===== config.mk =====
export PLATFORM = sky130hd
export DESIGN_NAME = au_add_mw_seq
export DESIGN_NICKNAME = d
export VERILOG_FILES = /design/src/rtl/au_add_mw_seq.sv
export SDC_FILE = /design/constraint.sdc
export NUM_CORES = 1
export LEC_CHECK = 0
export BUFFER_PORTS_ARGS = -buffer_cell sky130_fd_sc_hd__buf_2
export CAP_MARGIN = 20
export CORE_MARGIN = 8
export CORE_UTILIZATION = 40
export CTS_CLUSTER_SIZE = 30
export DETAILED_ROUTE_END_ITERATION = 12
export GPL_TIMING_DRIVEN = 0
export SLEW_MARGIN = 20
export SYNTH_ARGS = -nofsm -noshare
export SYNTH_HDL_FRONTEND = slang
export SYNTH_SLANG_ARGS = --single-unit

===== constraint.sdc =====
create_clock -name clk -period 12.1 [get_ports clk]
set_input_delay 1.21 -clock clk [delete_from_list [all_inputs] [get_ports clk]]
set_output_delay 1.21 -clock clk [all_outputs]
set_load 0.02 [all_outputs]

===== src/rtl/au_add_mw_seq.sv =====
// ---------------------------------------------------------------------------
// au_add_mw_seq -- multi-word sequential adder/subtractor.
//
// Adds or subtracts two (WIDTH*NWORDS)-bit operands one WIDTH-bit chunk per
// cycle, starting with the least significant chunk. A single AU_add_c
// instance does all the arithmetic. The carry between chunks is held in a
// register. A valid/ready handshake starts each operation, and another
// handshake returns the result.
//
// Ports (top, N = WIDTH*NWORDS):
//   clk        in   1  clock, rising edge
//   rst_n      in   1  asynchronous reset, active low
//   in_valid   in   1  operand request
//   in_ready   out  1  operands accepted (high only while idle)
//   a, b       in   N  augend/minuend, addend/subtrahend
//   ci         in   1  carry-in for add (ignored for sub)
//   sub        in   1  1: s = a - b, 0: s = a + b + ci
//   out_valid  out  1  result valid, held until out_ready
//   out_ready  in   1  consumer takes the result
//   s          out  N  sum / difference
//   co         out  1  carry out of bit N-1 (sub: 1 = no borrow)
//   ovf        out  1  signed overflow of the N-bit result
//   busy       out  1  operation in progress or result pending
//
// AU_add_c -- WIDTH-bit parallel-prefix adder with carry in/out.
//   i_a, i_b   in   WIDTH  operands
//   i_ci       in   1      carry-in
//   o_s        out  WIDTH  sum
//   o_co       out  1      carry-out
//   ARCH: 0 = ripple, 1 = Sklansky, 2 = Kogge-Stone.
// ---------------------------------------------------------------------------

module AU_add_c #(
  parameter int WIDTH = 8,
  parameter int ARCH  = 0
) (
  input  logic [WIDTH-1:0] i_a,
  input  logic [WIDTH-1:0] i_b,
  input  logic             i_ci,
  output logic [WIDTH-1:0] o_s,
  output logic             o_co
);

  logic [WIDTH-1:0] w_p;
  logic [WIDTH-1:0] w_g;
  logic [WIDTH-1:0] w_pp;  // group propagate, bit i down to its span start
  logic [WIDTH-1:0] w_gg;  // group generate; after the tree, carry out of bit i
  logic [WIDTH-1:0] w_c;   // carry into bit i

  always_comb begin
    // NOTE: every variable gets a default before any conditional or loop
    // assignment. Without it, a bit left unwritten on some path becomes a latch.
    w_p  = i_a ^ i_b;
    w_g  = i_a & i_b;
    w_pp = w_p;
    w_gg = w_g;
    w_c  = '0;
    o_s  = '0;
    o_co = 1'b0;

    // Fold the carry-in into bit 0. After this, each group generate is the
    // true carry out of its bit.
    w_gg[0] = w_g[0] | (w_p[0] & i_ci);

    case (ARCH)
      1: begin
        // Sklansky: at level d, every bit that has bit d of its index set
        // combines with the last bit of the lower half-block.
        for (int d = 1; d < WIDTH; d = d * 2) begin
          for (int i = 0; i < WIDTH; i++) begin
            if ((i & d) != 0) begin
              w_gg[i] = w_gg[i] | (w_pp[i] & w_gg[(i & ~(2*d - 1)) + d - 1]);
              w_pp[i] = w_pp[i] & w_pp[(i & ~(2*d - 1)) + d - 1];
            end
          end
        end
      end
      2: begin
        // Kogge-Stone: the loop runs top-down, so each bit still reads the
        // previous level's value at i-d.
        for (int d = 1; d < WIDTH; d = d * 2) begin
          for (int i = WIDTH - 1; i >= d; i--) begin
            w_gg[i] = w_gg[i] | (w_pp[i] & w_gg[i - d]);
            w_pp[i] = w_pp[i] & w_pp[i - d];
          end
        end
      end
      default: begin
        for (int i = 1; i < WIDTH; i++) begin
          w_gg[i] = w_gg[i] | (w_pp[i] & w_gg[i - 1]);
        end
      end
    endcase

    w_c[0] = i_ci;
    for (int i = 1; i < WIDTH; i++) begin
      w_c[i] = w_gg[i - 1];
    end
    o_s  = w_p ^ w_c;
    o_co = w_gg[WIDTH - 1];
  end

endmodule


module au_add_mw_seq #(
  parameter int WIDTH  = 8,
  parameter int NWORDS = 4,
  parameter int ARCH   = 0
) (
  input  logic                     clk,
  input  logic                     rst_n,
  input  logic                     in_valid,
  output logic                     in_ready,
  input  logic [WIDTH*NWORDS-1:0]  a,
  input  logic [WIDTH*NWORDS-1:0]  b,
  input  logic                     ci,
  input  logic                     sub,
  output logic                     out_valid,
  input  logic                     out_ready,
  output logic [WIDTH*NWORDS-1:0]  s,
  output logic                     co,
  output logic                     ovf,
  output logic                     busy
);

  localparam int N  = WIDTH * NWORDS;
  localparam int IW = (NWORDS > 1) ? $clog2(NWORDS) : 1;
  localparam logic [IW-1:0] LAST_IDX = IW'(NWORDS - 1);

  localparam logic [1:0] S_IDLE = 2'd0;
  localparam logic [1:0] S_RUN  = 2'd1;
  localparam logic [1:0] S_DONE = 2'd2;

  logic [1:0]       r_state;
  logic [IW-1:0]    r_idx;
  logic             r_carry;
  logic [N-1:0]     r_a;
  logic [N-1:0]     r_b;      // already inverted for subtraction
  logic [N-1:0]     r_s;
  logic             r_co;
  logic             r_ovf;

  logic [WIDTH-1:0] w_a_chunk;
  logic [WIDTH-1:0] w_b_chunk;
  logic [WIDTH-1:0] w_sum;
  logic             w_co;
  logic             w_last;

  assign w_a_chunk = r_a[r_idx*WIDTH +: WIDTH];
  assign w_b_chunk = r_b[r_idx*WIDTH +: WIDTH];
  assign w_last    = (r_idx == LAST_IDX);

  AU_add_c #(
    .WIDTH (WIDTH),
    .ARCH  (ARCH)
  ) u_add (
    .i_a  (w_a_chunk),
    .i_b  (w_b_chunk),
    .i_ci (r_carry),
    .o_s  (w_sum),
    .o_co (w_co)
  );

  // NOTE: state is updated with non-blocking assignments only. Every register
  // then samples its inputs as they were before the edge, whatever the
  // statement order.
  always_ff @(posedge clk or negedge rst_n) begin
    if (!rst_n) begin
      // NOTE: the operand registers are reset too, not only the control
      // state. A reset mid-operation therefore leaves no X behind, and the
      // shared adder's inputs stay defined.
      r_state <= S_IDLE;
      r_idx   <= '0;
      r_carry <= 1'b0;
      r_a     <= '0;
      r_b     <= '0;
      r_s     <= '0;
      r_co    <= 1'b0;
      r_ovf   <= 1'b0;
    end else begin
      case (r_state)
        S_IDLE: begin
          if (in_valid) begin
            r_a     <= a;
            r_b     <= b ^ {N{sub}};
            r_carry <= sub | ci;   // subtraction is a + ~b + 1
            r_idx   <= '0;
            r_state <= S_RUN;
          end
        end
        S_RUN: begin
          r_s[r_idx*WIDTH +: WIDTH] <= w_sum;
          r_carry                   <= w_co;
          if (w_last) begin
            r_co    <= w_co;
            // Operands of equal sign whose result has the other sign.
            r_ovf   <= (r_a[N-1] == r_b[N-1]) & (w_sum[WIDTH-1] != r_a[N-1]);
            r_idx   <= '0;
            r_state <= S_DONE;
          end else begin
            r_idx   <= r_idx + 1'b1;
          end
        end
        S_DONE: begin
          if (out_ready) begin
            r_state <= S_IDLE;
          end
        end
        default: begin
          r_state <= S_IDLE;
        end
      endcase
    end
  end

  // Handshake flags are decoded straight from the state register. This lets
  // them follow an asynchronous reset without a cycle of delay.
  assign in_ready  = (r_state == S_IDLE);
  assign out_valid = (r_state == S_DONE);
  assign busy      = (r_state != S_IDLE);
  assign s         = r_s;
  assign co        = r_co;
  assign ovf       = r_ovf;

endmodule


==> key figures, run 1 <==
Logic synthesis
  – Post-synthesis sequential area ratio: a little over half
  – Mapped Nets: 518
  – Library cells used by synthesis: 27
  – Yosys warns: 0
  – Synth Register Bits: 103
  – Avg Inst Size Synth: approximately 11 µm²
  – Netlist Area Pre-Place: 4800 µm²
  – Cell count after synthesis: roughly 430

Clocking
  – Num CTS Buffers: 9
  – Hold Buf Count CTS: 0
  – CTS tree: done
  – CTS H-tree depth: 3
  – Num Clock Sinks: 103
  – Clock Path Buffers: 2
  – Reg clk slew, reported paths: 0.07 ns
  – CTS root buffer: clkbuf_16
  – Post-CTS resize count: 0
  – Post CTS Setup Buffer Count: 0
  – Clk Latency, worst-skew pair: 0.34 ns

Worst hold path
  – Type of the tightest min-delay check: flop to flop
  – Min-delay src: r_a[25]

Detailed routing
  – Detailed Route WL: 12000 µm
  – Routed vias/inst: 4.99
  – Vias: around 3500
  – DRC: 0
  – DRT Pass-1 Iters: 4
  – Drt wl/cell: 17.1 µm
  – DRT iter0 DRCs: about 190
  – ANT nets after route: 0

Global route
  – Overflow after GRT: 0
  – Largest net degree at the start of global routing: 58
  – Gr usage total: 16.0%
  – Initial antenna violation count: 0
  – First-pass GRT wire length: 20000 µm
  – Vias in the first global route: 3882

STA
  – Worst Skew: 0.00631 ns
  – Final Setup Violations: 0
  – Pins over their slew limit: 0
  – RSZ-0062 raised after global routing: no
  – Min Tclk post-route: 5.08 ns
  – Final hold vios: 0
  – Worst-case headroom to the max-slew limit: 66.0%
  – WHS: about 0.47 ns
  – Final period utilization: 42.0%
  – Final setup TNS: 0 ns
  – Max Fclk: roughly 0.2 GHz
  – Worst-margin pin slew: 0.509 ns

Worst setup path
  – Worst-path cell chain: buf_2, buf_2, mux4_2, fa_1, inv_1, fa_1, fa_1, fa_1, fa_1, fa_1, fa_1, inv_1, fa_1, nand2b_1, o22ai_1, mux2_2
  – Kind of critical path: flop to flop
  – Startpoint type of the worst setup path: flop
  – Crit end category: flop
  – CP top delay family: adder cells
  – Launching point of the worst reg2reg path: r_idx[1]
  – WP data arrival: 5.31 ns
  – Worst path buffer plus inverter count: 4
  – CP peak stage delay: around 0.48 ns
  – Slowest-stage cell, CP: fa_1
  – Critical Path RT: approximately 12 ns
  – Crit-path max FO: 10
  – Most frequent CP cell: fa_1
  – Worst setup startpoint: r_idx[1]

Placed design
  – Number of port buffers: 105
  – Gpl congestion: slightly below 0.8
  – Post-DP HPWL: slightly above 9000 µm

Floorplan
  – Die outline area: 15800 µm²
  – Initial Utilization: 40.5%
  – Ports: 107
  – Row count: 40
  – CORE AREA: ~12000 µm²
  – Die W: 126 µm
  – DIE HEIGHT: 126 µm

Power and ir drop
  – PD cells: approximately 280 nW/µm²
  – Peak VDD IR: 0.109 mV
  – Clock network power share: 18.7%
  – P_int: 986 µW
  – Part of the power in registers: 33.6%
  – Static Leak: 2.93 nW
  – Logic gate share of total power: 47.7%
  – Net Sw Frac: 40.2%
  – P_sw: 662 µW

Flow run
  – Max-capacitance violation count: 0

Status
  – Status: finished, final reports clean

Cells and area
  – Share of cells above drive strength 1: 29.2%
  – Ant. Diodes: 0
  – Nets: 635
  – Filler cell count: 1140
  – Area growth syn-to-layout: 22.0%
[synthesized netlist by cell type]
cell	number	share of area, %
nand2b_1	3	0.39
and4_1	1	0.18
nor3b_1	1	0.16
o22ai_1	1	0.13
clkbuf_2	2	0.21
nand3_1	4	0.42
or3b_1	1	0.18
buf_6	4	0.94
a22o_1	2	0.37
o21ai_0	35	3.6
nand4_1	3	0.39
nor3b_2	1	0.26
or2_2	1	0.13
buf_2	15	1.6
o2bb2ai_1	30	5.5
mux4_2	16	7.5
inv_1	20	1.6
clkbuf_1	1	0.078
o31ai_1	2	0.31
mux2_2	2	0.47
ha_1	6	1.6
nand2_1	136	11
fa_1	8	3.3
buf_4	1	0.16
dfrtp_1	103	54
xnor2_1	32	5.8
nor2b_1	3	0.39
[tightest hold or removal path, delay by kind of cell (launching register included)]
kind | cells | cell delay, ns
flip-flops | 1 | 0.34
AND/OR/NAND/NOR | 2 | 0.10
[cell usage in the layout, fill, tap and decap left out, drive strengths merged]
cell	count
a22o	2
and4	1
buf	126
bufinv	2
clkbuf	14
clkinv	2
dfrtp	103
fa	8
ha	6
inv	20
mux2	2
mux4	16
nand2	136
nand2b	3
nand3	4
nand4	3
nor2b	3
nor3b	2
o21ai	35
o22ai	1
o2bb2ai	30
o31ai	2
or2	1
or3b	1
xnor2	32
[power by group through the flow]
| stage | combinational (mW) | sequential, mW | clock, mW |
|---|---|---|---|
| 5_1_grt | 0.881 | 0.572 | 0.323 |
| 3_3_place_gp | 0.776 | 0.555 | 0 |
| 6_report | 0.787 | 0.554 | 0.308 |
| 4_1_cts | 0.802 | 0.554 | 0.310 |
| 3_5_place_dp | 0.799 | 0.559 | 0 |
| 2_1_floorplan | 0.535 | 0.564 | 0 |
[cell type report]
cell class	instances	area, µm²	share of cell area, %
Multi-Input combinational cell	288	2010	34.3
Tap cell	147	184	3.14
Clock buffer	11	243	4.15
Buffer	23	141	2.41
Sequential cell	103	2580	44.0
Timing Repair Buffer	106	559	9.55
Inverter	20	75.1	1.28
Clock inverter	4	70.1	1.20
[through the flow]
stage | instances | total power [mW] | instance area (µm²) | setup slack [ns] | util, %
after global placement | 686 | 1.33 | 5510 | 7.00 | 46.4
after detailed placement | 687 | 1.36 | 5540 | 6.97 | 46.7
after global routing | 702 | 1.78 | 5860 | 6.77 | 49.4
after CTS | 702 | 1.67 | 5860 | 6.96 | 49.4
after floorplan | 434 | 1.10 | 4800 | 7.56 | -
final | 702 | 1.65 | 5860 | 7.02 | 49.4
[worst paths after layout]
check | to | slack [ns] | cells after the start
worst min-delay path | r_a[25] | 0.47 | 2
worst max register to register | ovf | 7.02 | 16
max in group asynchronous | r_a[14] | 10.67 | 2
worst max-delay path | ovf | 7.02 | 16
min in group asynchronous | s[15] | 0.79 | 1
worst min register to register | r_a[25] | 0.47 | 2
[registers in the layout, indices dropped and copies added, names as in the netlist]
name / flops
s: 32
r_a: 32
r_state: 2
r_idx: 2
ovf: 1
r_b: 32
r_carry: 1
co: 1
[logic make-up after synthesis]
kind of cell	Yosys count	share of synthesized area, %
and+or+nand+nor	154	13.1
DFF	103	53.7
AOI/OAI and AO/OA	70	9.93
buffers and inverters	43	4.51
xor gates and xnor gates	32	5.84
muxes	18	7.98
adders and majority gates	14	4.90
[routing by layer]
metal	part of all wire, %	routed length [µm]	up-vias	track usage [%]
li1	-	-	1683	-
met1	45	5470	1701	20.2
met2	47	5690	102	26.2
met3	5.3	642	15	3.57
met4	1.9	223	0	5.80
met5	0	0	-	0
(Power assumes the default switching activity.)
==> run 2, diff against run 1 <==
--- a/config.mk
+++ b/config.mk
@@ -5,6 +5,7 @@
 export SDC_FILE = /design/constraint.sdc
 export NUM_CORES = 1
 export LEC_CHECK = 0
+export ABC_AREA = 1
 export BUFFER_PORTS_ARGS = -buffer_cell sky130_fd_sc_hd__buf_2
 export CAP_MARGIN = 20
 export CORE_MARGIN = 8
==> constraint.sdc (replaced) <==
create_clock -name clk -period 5.2 [get_ports clk]
set_input_delay 0.52 -clock clk [delete_from_list [all_inputs] [get_ports clk]]
set_output_delay 0.52 -clock clk [all_outputs]
set_load 0.02 [all_outputs]
==> key figures, run 2 <==
Logic synthesis
  – Synth Register Bits: 103 (unchanged)
  – Netlist Area Pre-Place: 5270 µm² (+9.9%)
  – Mapped Nets: 747 (+44%)
  – Count leader, synth: nand2_1
  – Library cells used by synthesis: 25 (-7.4%)
  – Top cells by area, synth: dfrtp_1 (49%), nand2_1 (25%), xor2_1 (5.3%), nand3_1 (4.2%), fa_1 (3.0%)
  – Yosys warns: 0 (unchanged)
  – Post-synthesis simple-gate area fraction: 32.9% (+20 points)
  – Primary FF master, synth: dfrtp_1
  – Post-synthesis sequential area ratio: 48.9% (-4.8 points)
  – Post-Synth XOR/XNOR Area: 5.31% (-0.53 points)
  – Mux contribution to synthesized area: 0% (-8.0 points)
  – Avg Inst Size Synth: 7.95 µm² (-28%)
  – EDFF count, synth: 0 (unchanged)
  – Commonest cells in the netlist: nand2_1 (357), dfrtp_1 (103), nand3_1 (44), xor2_1 (32), inv_1 (28)
  – Synth Area in Compound Gates: 2.23% (-7.7 points)
  – Cell count after synthesis: 663 (+53%)
  – Synth top area share: 48.9% (-4.8 points)
  – Combinational family with the most area after synthesis: simple AND/OR/NAND/NOR gates
  – Leading area contributor after synthesis: dfrtp_1
  – Synth Area in Adders: 4.46% (-0.44 points)
  – Ys async rst share: 100% (unchanged)

Global route
  – Overflow after GRT: 0 (unchanged)
  – Vias in the first global route: 4702 (+21%)
  – Largest net degree at the start of global routing: 53 (-8.6%)
  – First-pass GRT wire length: 23100 µm (+15%)
  – Initial antenna violation count: 0 (unchanged)
  – Gr usage total: 17.4% (+1.5 points)

Clocking
  – CTS H-tree depth: 3 (unchanged)
  – Clock Path Buffers: 2 (unchanged)
  – Num Clock Sinks: 103 (unchanged)
  – CTS tree: done
  – CTS root buffer: clkbuf_16
  – Num CTS Buffers: 9 (unchanged)
  – Reg clk slew, reported paths: 0.07 ns (about the same)
  – Clk Latency, worst-skew pair: 0.35 ns (about the same)
  – Post CTS Setup Buffer Count: 0 (unchanged)

Floorplan
  – Die W: 131 µm (+4.2%)
  – Row count: 42 (+5.0%)
  – Die outline area: 17100 µm² (+8.6%)
  – DIE HEIGHT: 131 µm (+4.2%)
  – Initial Utilization: 40.3% (-0.16 points)
  – Ports: 107 (unchanged)
  – CORE AREA: 13100 µm² (+10%)

Worst setup path
  – CP top delay family: adder cells
  – Kind of critical path: flop to flop
  – WP data arrival: 5.15 ns (-0.16 ns)
  – Worst path buffer plus inverter count: 5 (+1)
  – Startpoint type of the worst setup path: flop
  – Crit end category: flop
  – Slowest-stage cell, CP: fa_1
  – CP peak stage delay: 0.51 ns (+0.03 ns)
  – Crit-path max FO: 12 (+2)
  – Worst setup startpoint: r_idx[1]
  – Launching point of the worst reg2reg path: r_idx[1]
  – Worst-path cell chain: buf_2, clkinvlp_4, buf_2, nand3_1, nand2_1, fa_1, fa_1, fa_1, fa_1, fa_1, fa_1, inv_1, fa_1, nand3_1, inv_1, nand2_1, nand2_1
  – Critical Path RT: 5.43 ns (-6.90 ns)
  – Most frequent CP cell: fa_1

Detailed routing
  – Detail Route met3 WL: 805 µm (+25%)
  – Top Layer Used: met4
  – Detailed Route WL: 14000 µm (+16%)
  – ANT nets after route: 0 (unchanged)
  – DRT iter0 DRCs: 259 (+39%)
  – WL met2: 6750 µm (+19%)
  – Drt wl/cell: 14.6 µm (-15%)
  – DRC: 0 (unchanged)
  – Metal-1 WL: 6280 µm (+15%)
  – Vias: 4486 (+28%)
  – DRT Pass-1 Iters: 4 (unchanged)
  – Routed vias/inst: 4.67 (-6.4%)

Power and ir drop
  – Static Leak: 3.60 nW (+23%)
  – Peak VDD IR: 0.287 mV (+160%)
  – PD cells: 667 nW/µm² (+140%)

STA
  – Final setup TNS: 0 ns (unchanged)
  – Min Tclk post-route: 4.92 ns (-0.164 ns)
  – Worst Skew: 0.0114 ns (+0.00504 ns)
  – WHS: 0.116 ns (-0.355 ns)
  – Max Fclk: 0.203 GHz (+3.3%)
  – Final Setup Violations: 0 (unchanged)
  – Final hold vios: 0 (unchanged)
  – Worst-margin pin slew: 0.547 ns (+0.0386 ns)
  – Worst-case headroom to the max-slew limit: 63.5% (-2.4 points)
  – Setup ws final: 0.282 ns (-6.74 ns)
  – Final period utilization: 94.6% (+53 points)
  – Pins over their slew limit: 0 (unchanged)
  – RSZ-0062 raised after global routing: no

Cells and area
  – Layout Cells excl Fill: 961 (+37%)
  – Filler cell count: 1342 (+18%)
  – Area growth syn-to-layout: 20.0%
  – Ant. Diodes: 0 (unchanged)
  – Share of cells above drive strength 1: 19.6% (-9.6 points)
  – Sequential Area: 2580 µm² (unchanged)
  – Multi-input gate area: 2370 µm² (+18%)
  – Commonest non-fill, non-tap cell in the layout: nand2_1
  – Final Cell Area: 6330 µm² (+8.1%)
  – Nets: 864 (+36%)
  – Commonest cells after routing, fill and taps aside: nand2_1 (357), buf_2 (118), dfrtp_1 (103)

Placed design
  – Number of port buffers: 105 (unchanged)
  – Post-Place Worst Slack: 0.202 ns (-6.77 ns)
  – Post-DP HPWL: 10800 µm (+19%)
  – Gpl congestion: 0.814 (+2.7%)
  – Post-Place Cells: 945 (+38%)
  – Dpl cell area: 6050 µm² (+9.2%)

Status
  – Status: finished, final reports clean

Worst hold path
  – Type of the tightest min-delay check: input pin to asynchronous set/reset pin

Flow run
  – Max-capacitance violation count: 0 (unchanged)
## run 2: per-layer routing
layer | vias up | track usage, %
met4 | 0 | 5.00
met2 | 109 | 30.3
li1 | 2260 | -
met1 | 2105 | 21.6
met5 | - | 0
met3 | 12 | 3.25
## run 2: through the flow
step / power, mW / util, %
global placement: 3.55 / 46.0
finish: 4.22 / 48.4
floorplan: 2.88 / -
detailed placement: 3.61 / 46.3
CTS: 4.25 / 48.3
global route: 4.62 / 48.4
## run 2: worst paths after layout
| check | cells after the start | end | slack, ns |
|---|---|---|---|
| setup reg to reg | 17 | s[31] | 0.28 |
| hold reg to reg | 2 | s[17] | 0.48 |
| setup / recovery | 17 | s[31] | 0.28 |
| max in group asynchronous | 2 | s[5] | 4.48 |
| min in group clk | 3 | r_a[1] | 0.37 |
| hold / removal | 1 | s[29] | 0.12 |
## run 2: layout make-up
type	instances	area share, %
buffer	30	3.18
clock buffer	16	4.29
inverter	33	2.06
multi-input combinational	497	37.4
sequential	103	40.7
tap	176	3.48
timing repair buffer	106	8.84
## run 2: what timing repair did
item / CTS / global route
hold buffers: 0 / 0
endpoints found under the setup margin: 0 / 1
resized for setup: 0 / 1
## run 2: cells by family after synthesis
group	Yosys count
AND/OR/NAND/NOR	431
flip-flops	103
XOR/XNOR	32
buffers and inverters	63
AO/OA/AOI/OAI	20
adder cells (fa/ha/maj)	14
## run 2: power breakdown
part | leakage (nW) | internal [mW] | total (mW) | switching [mW]
clock | 0.131 | 0.353 | 0.637 | 0.285
combinational | 2.15 | 0.780 | 2.25 | 1.47
sequential | 1.32 | 1.14 | 1.34 | 0.200
total | 3.60 | 2.27 | 4.22 | 1.95
## run 2: worst reg2reg max path: stages (launching register included)
cell and delay, ns:
dfrtp_1 0.41, buf_2 0.24, clkinvlp_4 0.23, buf_2 0.27, nand3_1 0.17, nand2_1 0.10, fa_1 0.44, fa_1 0.41
fa_1 0.45, fa_1 0.39, fa_1 0.39, fa_1 0.38, inv_1 0.09, fa_1 0.51, nand3_1 0.17, inv_1 0.05
nand2_1 0.06, nand2_1 0.05
==> run 3, diff against run 2 <==
--- a/config.mk
+++ b/config.mk
@@ -16,4 +16,5 @@
 export SLEW_MARGIN = 20
 export SYNTH_ARGS = -nofsm -noshare
 export SYNTH_HDL_FRONTEND = slang
+export SYNTH_HIERARCHICAL = 1
 export SYNTH_SLANG_ARGS = --single-unit
==> key figures, run 3 <==
Detailed routing
  – Detailed Route WL: 13800 µm (-1.7%)
  – DRT Pass-1 Iters: 5 (+1)
  – ANT nets after route: 0 (unchanged)
  – Vias: 4418 (-1.5%)
  – DRC: 0 (unchanged)
  – Routed vias/inst: 4.78 (+2.4%)
  – Drt wl/cell: 14.9 µm (+2.3%)
  – DRT iter0 DRCs: 320 (+24%)

Floorplan
  – Initial Utilization: 41.1% (+0.83 points)
  – CORE AREA: 12700 µm² (-2.8%)
  – DIE HEIGHT: 130 µm (-0.34%)
  – Ports: 107 (unchanged)
  – Die W: 130 µm (-0.34%)
  – Row count: 41 (-2.4%)
  – Die outline area: 17000 µm² (-0.67%)

Worst setup path
  – Most frequent CP cell: fa_1
  – WP data arrival: 5.12 ns (-0.03 ns)
  – Launching point of the worst reg2reg path: r_idx[0]
  – Worst-path cell chain: clkbuf_4, inv_2, buf_4, nand2_1, o211ai_1, nand2_1, inv_1, fa_1, inv_1, fa_1, fa_1, fa_1, fa_1, fa_1, fa_1, inv_1, fa_1, inv_1, inv_1, nand3_1, nand2_1, nand2_1, nand2_1
  – Slowest-stage cell, CP: dfrtp_1
  – Crit end category: flop
  – Kind of critical path: flop to flop
  – Worst path buffer plus inverter count: 8 (+3)
  – Startpoint type of the worst setup path: flop
  – Critical Path RT: 5.44 ns (about the same)
  – CP peak stage delay: 0.40 ns (-0.11 ns)
  – Crit-path max FO: 10 (-2)
  – CP top delay family: adder cells
  – Worst setup startpoint: r_idx[0]

Clocking
  – CTS tree: done
  – Num Clock Sinks: 103 (unchanged)
  – CTS H-tree depth: 3 (unchanged)
  – Clk Latency, worst-skew pair: 0.35 ns (about the same)
  – Num CTS Buffers: 9 (unchanged)
  – Reg clk slew, reported paths: 0.07 ns (about the same)
  – Clock Path Buffers: 2 (unchanged)
  – Hold Buf Count CTS: 0 (unchanged)
  – CTS root buffer: clkbuf_16

Logic synthesis
  – Mapped Nets: 716 (-4.1%)
  – Primary FF master, synth: dfrtp_1
  – Top cells by area, synth: dfrtp_1 (49%), nand2_1 (17%), xnor2_1 (5.4%), nand3_1 (3.7%), inv_1 (3.2%)
  – Commonest cells in the netlist: nand2_1 (231), dfrtp_1 (103), inv_1 (45), nor2_1 (41), nand3_1 (39)
  – Post-synthesis sequential area ratio: 49.2% (+0.37 points)
  – Library cells used by synthesis: 24 (-4.0%)
  – Cell count after synthesis: 633 (-4.5%)
  – Synth top area share: 49.2% (+0.37 points)
  – Count leader, synth: nand2_1
  – EDFF count, synth: 0 (unchanged)
  – Netlist Area Pre-Place: 5230 µm² (-0.76%)
  – Avg Inst Size Synth: 8.27 µm² (+3.9%)
  – Ys async rst share: 100% (unchanged)
  – Leading area contributor after synthesis: dfrtp_1
  – Yosys warns: 6 (+6)
  – Synth Register Bits: 103 (unchanged)

Placed design
  – Number of port buffers: 104 (-0.95%)
  – Gpl congestion: 0.829 (+1.8%)
  – Post-Place Worst Slack: -0.0676 ns (-0.270 ns)
  – Post-Place Cells: 910 (-3.7%)
  – Post-DP HPWL: 10700 µm (-1.2%)

Cells and area
  – Layout Cells excl Fill: 924 (-3.9%)
  – Ant. Diodes: 0 (unchanged)
  – Area growth syn-to-layout: 20.6%
  – Commonest non-fill, non-tap cell in the layout: nand2_1
  – Commonest cells after routing, fill and taps aside: nand2_1 (231), buf_2 (115), dfrtp_1 (103)
  – Share of cells above drive strength 1: 20.6% (+0.99 points)
  – Nets: 831 (-3.8%)

Power and ir drop
  – Peak VDD IR: 0.285 mV (-0.66%)
  – Total power: 4.30 mW (+1.8%)
  – PD cells: 681 nW/µm² (+2.1%)
  – Static Leak: 3.40 nW (-5.5%)

STA
  – Min Tclk post-route: 4.88 ns (-0.0342 ns)
  – Pins over their slew limit: 0 (unchanged)
  – Setup ws final: 0.317 ns (+0.0342 ns)
  – WHS: 0.117 ns (+0.000988 ns)
  – Max Fclk: 0.205 GHz (+0.70%)
  – Worst Skew: 0.00846 ns (-0.00290 ns)
  – Final period utilization: 93.9% (-0.66 points)
  – Worst-margin pin slew: 0.510 ns (-0.0374 ns)
  – Final hold vios: 0 (unchanged)
  – Final Setup Violations: 0 (unchanged)
  – RSZ-0062 raised after global routing: no
  – Final setup TNS: 0 ns (unchanged)
  – Worst-case headroom to the max-slew limit: 66.0% (+2.5 points)

Global route
  – Gr usage total: 17.1% (-0.37 points)
  – Vias in the first global route: 4658 (-0.94%)
  – Overflow after GRT: 0 (unchanged)
  – Largest net degree at the start of global routing: 53 (unchanged)
  – First-pass GRT wire length: 22600 µm (-2.2%)
  – Initial antenna violation count: 0 (unchanged)

Status
  – Status: finished, final reports clean

Flow run
  – Max-capacitance violation count: 0 (unchanged)

Worst hold path
  – Type of the tightest min-delay check: input pin to asynchronous set/reset pin
[run 3: final cells by class]
class / count / area, µm²
Buffer: 34 / 206
Multi-Input combinational cell: 447 / 2280
Inverter: 48 / 180
Sequential cell: 103 / 2580
Timing Repair Buffer: 105 / 554
Clock buffer: 10 / 239
Clock inverter: 5 / 58.8
Fill cell: 1319 / 6410
Tap cell: 172 / 215
[run 3: final timing paths]
kind,endpoint,slack [ns],cells past startpoint
setup reg to reg,ovf,0.32,23
min in group clk,r_state[1],0.37,2
max in group asynchronous,r_a[3],4.46,2
hold / removal,s[25],0.12,1
setup / recovery,ovf,0.32,23
hold reg to reg,r_a[3],0.47,2
[run 3: where the power goes]
part | leakage (nW) | internal (mW) | total, mW | switching [mW]
combinational | 1.95 | 0.787 | 2.28 | 1.49
clock | 0.141 | 0.384 | 0.679 | 0.296
sequential | 1.31 | 1.14 | 1.34 | 0.199
total | 3.40 | 2.31 | 4.30 | 1.99
[run 3: logic make-up (layout without fill, tap and decap cells)]
family,after synthesis,in the layout,synth area share (%)
AO/OA/AOI/OAI,76,76,8.46
XOR/XNOR,32,32,5.36
AND/OR/NAND/NOR,326,326,25.4
adder cells (fa/ha/maj),13,13,4.26
flip-flops,103,103,49.2
buffers and inverters,83,202,7.29
[run 3: metal layers]
| metal | track usage (%) | vias up | part of all wire [%] |
|---|---|---|---|
| met1 | 21.9 | 2079 | 46 |
| li1 | - | 2211 | - |
| met4 | 5.94 | 0 | 1.6 |
| met3 | 3.53 | 17 | 5.0 |
| met5 | 0 | - | 0 |
| met2 | 28.1 | 111 | 47 |
[run 3: stage by stage]
stage | instance area (µm²) | utilization (%)
2_1_floorplan | 5230 | -
3_3_place_gp | 5970 | 46.9
3_5_place_dp | 6000 | 47.2
4_1_cts | 6300 | 49.5
5_1_grt | 6310 | 49.6
6_report | 6310 | 49.6
[run 3: timing repair]
item	in CTS	in global routing
resized for setup	1	5
setup buffers	0	0
endpoints found under the setup margin	2	3
pin swaps	0	1
[run 3: worst reg2reg max path: stages, from the launching register on]
cell and delay, ns:
dfrtp_1 0.40, clkbuf_4 0.19, inv_2 0.16, buf_4 0.22
nand2_1 0.07, o211ai_1 0.10, nand2_1 0.10, inv_1 0.10
fa_1 0.17, inv_1 0.05, fa_1 0.37, fa_1 0.39
fa_1 0.39, fa_1 0.39, fa_1 0.39, fa_1 0.36
inv_1 0.07, fa_1 0.40, inv_1 0.11, inv_1 0.10
nand3_1 0.08, nand2_1 0.08, nand2_1 0.06, nand2_1 0.05
